==> src/rtl/game_pkg.sv <==
// Shared types and widths for the game sequencer: FSM state encoding and
// score/level sizing used by the top and the BCD score accumulator.
package game_pkg;

    typedef enum logic [2:0] {
        ST_IDLE  = 3'd0,
        ST_START = 3'd1,
        ST_PLAY  = 3'd2,
        ST_BOSS  = 3'd3,
        ST_OVER  = 3'd4
    } game_state_e;

    localparam int SCORE_DIGITS = 4;
    localparam int SCORE_W      = 4 * SCORE_DIGITS;
    localparam int LEVEL_W      = 3;
    localparam int STATE_W      = 3;

endpackage

==> src/rtl/bcd_score_acc.sv <==
// Four-digit saturating BCD accumulator: adds 1 to units or 1 to tens per
// cycle, clears on request, and pins at 9999 instead of wrapping.
module bcd_score_acc
    import game_pkg::*;
(
    input  logic               clk,
    input  logic               rst,
    input  logic               clr,
    input  logic               inc1,
    input  logic               inc10,
    output logic [SCORE_W-1:0] score
);

    logic [3:0] digit_reg [SCORE_DIGITS];
    logic [3:0] digit_sum [SCORE_DIGITS];
    logic [3:0] add_bit;
    logic       carry_out;

    assign add_bit = {2'b00, inc10, inc1};

    // Ripple the decimal carry through the digits in one pass.
    always_comb begin
        logic       c;
        logic [4:0] raw;
        c   = 1'b0;
        raw = '0;
        for (int i = 0; i < SCORE_DIGITS; i++) begin
            raw          = 5'(digit_reg[i]) + 5'(add_bit[i]) + 5'(c);
            c            = (raw >= 5'd10);
            digit_sum[i] = c ? 4'(raw - 5'd10) : raw[3:0];
        end
        carry_out = c;
    end

    always_ff @(posedge clk) begin
        if (rst || clr) begin
            for (int i = 0; i < SCORE_DIGITS; i++) digit_reg[i] <= 4'd0;
        end else if (carry_out) begin
            for (int i = 0; i < SCORE_DIGITS; i++) digit_reg[i] <= 4'd9;
        end else if (inc1 || inc10) begin
            for (int i = 0; i < SCORE_DIGITS; i++) digit_reg[i] <= digit_sum[i];
        end
    end

    generate
        for (genvar gi = 0; gi < SCORE_DIGITS; gi++) begin : g_score_out
            assign score[gi*4 +: 4] = digit_reg[gi];
        end
    endgenerate

endmodule

==> src/rtl/game_flow_ctrl.sv <==
// Game sequencer: IDLE -> START (restart pulse) -> PLAY <-> BOSS -> OVER,
// with edge-detected keyboard/boom inputs, BCD score and saturating level.
module game_flow_ctrl
    import game_pkg::*;
#(
    parameter int BOSS_KILLS  = 10,
    parameter int RST_CYCLES  = 4,
    parameter int OVER_FRAMES = 180,
    parameter int MAX_LEVEL   = 7
) (
    input  logic               clk,
    input  logic               rst,
    input  logic               enter,
    input  logic               frame_tick,
    input  logic [3:0]         present_health,
    input  logic               enemy_boom,
    input  logic               boss_boom,
    output logic               play_en,
    output logic               end_en,
    output logic               boss_spawn,
    output logic               game_rst,
    output logic [SCORE_W-1:0] score,
    output logic [LEVEL_W-1:0] level,
    output logic [STATE_W-1:0] state
);

    localparam int RST_W  = $clog2(RST_CYCLES + 1);
    localparam int KILL_W = $clog2(BOSS_KILLS + 1);
    localparam int OVER_W = $clog2(OVER_FRAMES + 1);

    game_state_e        state_reg, state_next;
    logic               enter_prev_reg, enemy_prev_reg, boss_prev_reg;
    logic [RST_W-1:0]   rst_cnt_reg;
    logic [KILL_W-1:0]  kill_cnt_reg;
    logic [OVER_W-1:0]  over_cnt_reg;
    logic [LEVEL_W-1:0] level_reg;
    logic               play_en_reg, end_en_reg, boss_spawn_reg, game_rst_reg;

    logic enter_rise, enemy_rise, boss_rise, health_zero;
    logic rst_done, boss_due, over_ready;
    logic score_clr, score_inc1, score_inc10;

    assign enter_rise  = enter & ~enter_prev_reg;
    assign enemy_rise  = enemy_boom & ~enemy_prev_reg;
    assign boss_rise   = boss_boom & ~boss_prev_reg;
    assign health_zero = (present_health == 4'd0);

    assign rst_done   = (rst_cnt_reg == RST_W'(RST_CYCLES - 1));
    assign boss_due   = enemy_rise && (kill_cnt_reg == KILL_W'(BOSS_KILLS - 1));
    assign over_ready = (over_cnt_reg == OVER_W'(OVER_FRAMES));

    always_comb begin
        state_next = state_reg;
        case (state_reg)
            ST_IDLE:  if (enter_rise) state_next = ST_START;
            ST_START: if (rst_done) state_next = ST_PLAY;
            ST_PLAY: begin
                // Player death wins over reaching the boss threshold.
                if (health_zero)   state_next = ST_OVER;
                else if (boss_due) state_next = ST_BOSS;
            end
            ST_BOSS: begin
                if (health_zero)    state_next = ST_OVER;
                else if (boss_rise) state_next = ST_PLAY;
            end
            ST_OVER:  if (enter_rise && over_ready) state_next = ST_IDLE;
            default:  state_next = ST_IDLE;
        endcase
    end

    assign score_clr   = (state_reg == ST_IDLE) && enter_rise;
    assign score_inc1  = (state_reg == ST_PLAY) && enemy_rise;
    assign score_inc10 = (state_reg == ST_BOSS) && boss_rise;

    always_ff @(posedge clk) begin
        if (rst) begin
            state_reg      <= ST_IDLE;
            enter_prev_reg <= 1'b0;
            enemy_prev_reg <= 1'b0;
            boss_prev_reg  <= 1'b0;
            rst_cnt_reg    <= '0;
            kill_cnt_reg   <= '0;
            over_cnt_reg   <= '0;
            level_reg      <= LEVEL_W'(1);
            play_en_reg    <= 1'b0;
            end_en_reg     <= 1'b0;
            boss_spawn_reg <= 1'b0;
            game_rst_reg   <= 1'b0;
        end else begin
            state_reg      <= state_next;
            enter_prev_reg <= enter;
            enemy_prev_reg <= enemy_boom;
            boss_prev_reg  <= boss_boom;

            // Outputs follow the state being entered so they line up with state_reg.
            play_en_reg    <= (state_next == ST_START) || (state_next == ST_PLAY) ||
                              (state_next == ST_BOSS);
            end_en_reg     <= (state_next == ST_OVER);
            boss_spawn_reg <= (state_next == ST_BOSS);
            game_rst_reg   <= (state_next == ST_START);

            case (state_reg)
                ST_IDLE: begin
                    if (enter_rise) begin
                        level_reg    <= LEVEL_W'(1);
                        kill_cnt_reg <= '0;
                        rst_cnt_reg  <= '0;
                    end
                end
                ST_START: begin
                    rst_cnt_reg <= rst_done ? '0 : rst_cnt_reg + 1'b1;
                end
                ST_PLAY: begin
                    if (enemy_rise)
                        kill_cnt_reg <= boss_due ? '0 : kill_cnt_reg + 1'b1;
                end
                ST_BOSS: begin
                    if (boss_rise && !health_zero && (level_reg < LEVEL_W'(MAX_LEVEL)))
                        level_reg <= level_reg + 1'b1;
                end
                ST_OVER: begin
                    if (enter_rise && over_ready)
                        over_cnt_reg <= '0;
                    else if (frame_tick && !over_ready)
                        over_cnt_reg <= over_cnt_reg + 1'b1;
                end
                default: ;
            endcase
        end
    end

    bcd_score_acc u_score (
        .clk   (clk),
        .rst   (rst),
        .clr   (score_clr),
        .inc1  (score_inc1),
        .inc10 (score_inc10),
        .score (score)
    );

    assign play_en    = play_en_reg;
    assign end_en     = end_en_reg;
    assign boss_spawn = boss_spawn_reg;
    assign game_rst   = game_rst_reg;
    assign level      = level_reg;
    assign state      = state_reg;

endmodule

==> config.mk <==
export PLATFORM = sky130hd
export DESIGN_NAME = game_flow_ctrl
export DESIGN_NICKNAME = d
export VERILOG_FILES = /design/src/rtl/game_pkg.sv /design/src/rtl/bcd_score_acc.sv /design/src/rtl/game_flow_ctrl.sv
export SDC_FILE = /design/constraint.sdc
export NUM_CORES = 1
export LEC_CHECK = 0
export CAP_MARGIN = 20
export CORE_MARGIN = 2
export CORE_UTILIZATION = 45
export DETAILED_ROUTE_END_ITERATION = 8
export GPL_TIMING_DRIVEN = 0
export PLACE_DENSITY = 0.71
export SLEW_MARGIN = 20
export SYNTH_ARGS = -nofsm -noshare
export SYNTH_HDL_FRONTEND = slang
export SYNTH_SLANG_ARGS = --single-unit
==> constraint.sdc <==
create_clock -name clk -period 10.7 [get_ports clk]
set_clock_uncertainty 0.2 [all_clocks]
set_input_delay 2.675 -clock clk [delete_from_list [all_inputs] [get_ports clk]]
set_output_delay 2.675 -clock clk [all_outputs]
set_load 0.005 [all_outputs]
Yosys cells after proc, flatten, opt, wreduce, memory -nomap -nowiden
Memory sizes are Yosys's and may differ from the RTL's. Index checks and enable logic that the tools add are counted.

Eq/ne operators: 14. Mux-type cells: 41. $add $sub $neg: 13. Reduce and logical (&&, ||, !) cells: 24. $lt $le $gt $ge: 5. Bitwise operators: 14.

Operator list (number): 4-bit 2-to-1 mux (15); 3-bit 2-to-1 mux (11); 4-bit by 1-bit adder with 5-bit output (4); 5-bit by 4-bit >= comparator with 1-bit output (second input constant) (4); 8-bit 2-to-1 mux (2); 4-bit subtractor (second input constant) (4); 3-bit by 2-bit equality test with 1-bit output (second input constant) (5); 3-bit case mux with 5 select lines (1); 3-bit case mux with 2 select lines (2); 1-bit 2-to-1 mux (9); 8-bit by 1-bit adder with 8-bit output (second input constant) (1); 8-bit equality test (second input constant) (1); 1-bit logical AND (8); 1-bit bitwise OR (8); 4-bit case mux with 2 select lines (1); 2-bit nonzero test (4); 3-bit by 1-bit adder with 3-bit output (second input constant) (2); 3-bit by 1-bit equality test with 1-bit output (second input constant) (2); 3-bit equality test (second input constant) (2); 3-bit AND reduction (2); 5-bit by 1-bit adder with 5-bit output (1); 4-bit by 1-bit adder with 4-bit output (second input constant) (1); 4-bit equality test (second input constant) (1); 4-bit logical NOT (1); other kinds (9) (19).

Memory bits (writable): 16. Output and inout bits: 26. Input bits: 10. Memories: 1. Register bits after elaboration: 28.

Memories: u_score.digit_reg (depth 4, width 4, rd ports 4, clocked after memory_dff 0, write ports 4, line bcd_score_acc.sv:14) `logic [3:0] digit_reg [SCORE_DIGITS];`.

Logic depth before layout (Yosys ltp)
Depth after elaboration: 16. Gate-level depth with buffers: 33. Depth with buffers taken out: 32.

Cells and area by module
From an unflattened synthesis, not the netlist that was laid out.

Cell total of the unflattened synthesis: 271. Area total of the unflattened synthesis: 2529.9 um^2.

Modules (own cells, without submodules): game_flow_ctrl (area each 1296.2 um^2, cells each 142, instances 1); bcd_score_acc (area each 1233.7 um^2, cells each 129, instances 1).

Worst setup path before layout
No wires, ideal clock.

Kind: input to register. From: input enemy_boom. To: memory u_score.digit_reg[0][0], enable pin. Path buffers: 1. Setup slack: 1.791 ns. Arrival time: 8.377 ns. Cell stages on the path: 30. Cells stage by stage: nand2b_1 > nor2_1 > ha_1 > ha_1 > xor2_1 > inv_1 > ha_1 > o31ai_1 > a21oi_1 > a31oi_1 > fa_1 > ha_1 > xor2_1 > inv_1 > ha_1 > o211ai_1 > a32o_1 > ha_1 > ha_1 > xnor2_1 > ha_1 > a211o_1 > a21oi_1 > ha_1 > ha_1 > xnor2_1 > ha_1 > a311o_1 > clkbuf_1 > nand3_1.

RTL lines: from (decl) (line game_flow_ctrl.sv:16) `input logic enemy_boom,`; to (decl) (line bcd_score_acc.sv:14).

==> metrics.cfg <==
[drt]
wirelength_um=5360
drt-wirelength-per-cell_um=13.0
drc=0
routed_via_density=5.48
firstDrtPassIters=4
drtIter0Drc=142
drtAntennaViolNets=0
vias=2253

[final_layout]
area_delta_synth_final_pct=21.5
final_nets=366
insertedDiodeCount=0
design_area_um2=3210
layout_common_cells=35 x clkdlybuf4s50_1, 32 x dfxtp_1, 27 x nor2_1, 26 x nand2_1, 17 x ha_1
drive_gt1_frac=0.0767
largest_reg_flops=16
layout_commonest_cell=clkdlybuf4s50_1
fillers=526

[synth]
syn_nets=324
synth_top_flop_cell=dfxtp_1
ys_types=56
seq_area_frac_synth=0.379
synthCells=296
synth_top_area_frac=0.243
synth_edf_count=12
synth.yosys.warnings=0
avgSynthCellArea_um2=8.92
ys_top_cells_by_area=dfxtp_1 24%, edfxtp_1 14%, ha_1 8.1%
netlist_area_um2=2640
ys_seq_elements=44
yosys.area.top_type=dfxtp_1
async_flop_share=0

[floorplan]
pin_count=36
start_util=0.474
core_area_um2=5570
rows=27
fp.dieArea_um2=6500
die_w_um=80.6
die_y_um=80.6

[critical_path]
critPathTopFamily=adder cells
path_max_fanout=10
cp-end-kind=flop
path_common_cell=ha_1
required_ps=10470
start_kind=primary input
slowest_delay_ps=510
cp_slowest_cell=clkdlybuf4s50_1
path_buf_inv=4
path_class=in2reg
cp.arrival_ps=9720

[timing]
worst_slew_pin_slew_ps=877
period_needed_ps=9950
slew_headroom=0.410
hold_violations=0
slew_violations=0
fin_crit_sh=0.930
tns_ps=0
rsz0062_at_grt=no
whs_ps=291
setup_viol=0
fmax_mhz=100

[global_route]
grt_pass1_wl_um=9130
busiest_layer=met2
met1_usage=0.248
antenna_found_initial=0
first_global_vias=1993
met2_usage=0.275
globalRouteOverflowTotal=0
grt_use_met3=0.0315
grt_usage=0.177
grt_max_degree=16

[clock_network]
insertion_delay_ps=300
cts_buffers=5
clockBufferDepth=2
h-tree-depth=2
post_cts_buffers=0
cts.clk_slew.worst_paths_ps=90
cts_tree=built
cts.sinks=44
ctsRootBufferMaster=clkbuf_8

[power_and_ir_drop]
power.density_nw_per_um2=118
ir_worst_vdd_mv=0.0507
power_mw=0.379
leakage_nw=1.23

[placement]
port_buffers=35
place.gp.congestion=0.772
place.detailed.hpwl_um=4040
placed_cell_area_um2=3080

[min_path]
hold_class=reg2reg

[status]
outcome=finished, final reports clean

[run]
maxCapViolations=0

cell usage after synthesis, types with 8 or more instances:
cell,number
xor2_1,11
nand4_1,8
a21oi_1,13
edfxtp_1,12
dfxtp_1,32
nand2_1,26
nand3_1,15
inv_1,15
nor2_1,27
ha_1,17
nand2b_1,10
o21ai_0,16
worst paths after layout:
kind                                      from                 endpoint  slack (ps)  cells after the start
worst min register to register  rst_cnt_reg[1]           rst_cnt_reg[1]         290                      2
worst max register to register        state[1]  u_score.digit_reg[3][3]        2860                     31
worst max-delay path                enemy_boom  u_score.digit_reg[3][3]         750                     31
worst min-delay path            rst_cnt_reg[1]           rst_cnt_reg[1]         290                      2
cell families after synthesis:
| family | share of synthesized area |
|---|---|
| mux | 0.00379 |
| buf+inv | 0.0398 |
| simple gates | 0.265 |
| fa+ha+maj | 0.0881 |
| xor+xnor | 0.0597 |
| flops | 0.379 |
| compound gates | 0.164 |
layer usage:
metal / vias up / wire length (um)
li1: 1163 / -
met1: 1051 / 2690
met2: 37 / 2460
met3: 2 / 167
met4: 0 / 39
met5: - / 0
cell type report:
cell class	instances	area [um^2]	share of cell area
multi-input cells	230	1550	0.482
flip-flops and latches	44	1000	0.312
repair buffers	35	350	0.109
well taps	72	90.1	0.0281
clock buffers	5	68.8	0.0215
inverters	15	56.3	0.0176
plain buffers	7	50.0	0.0156
clock inverters	3	45.0	0.0140
worst min-delay path, cell delays in order, from the launching register on:
cell     delay, ps
dfxtp_1        330
nand3_1         70
a21oi_1         60
power by group:
group          switching, mW  leakage [nW]  internal [mW]
registers            0.00893         0.391          0.179
logic                 0.0294         0.778         0.0306
clock network         0.0595        0.0591         0.0705
total                 0.0979          1.23          0.281
through the flow:
step           worst slack [ps]  std cells  utilization
2_1_floorplan              1790        296            -
3_3_place_gp                167        403        0.553
3_5_place_dp                138        403        0.553
4_1_cts                     378        411        0.573
5_1_grt                    43.2        411        0.576
6_report                    746        411        0.576
repair_timing:
action,4_1_cts,5_1_grt
endpoints found under the hold margin,0,0
setup endpoints to repair,0,14
resized for setup,0,4
hold buffers,0,0
Note: power is estimated with default switching activity, not from simulation.
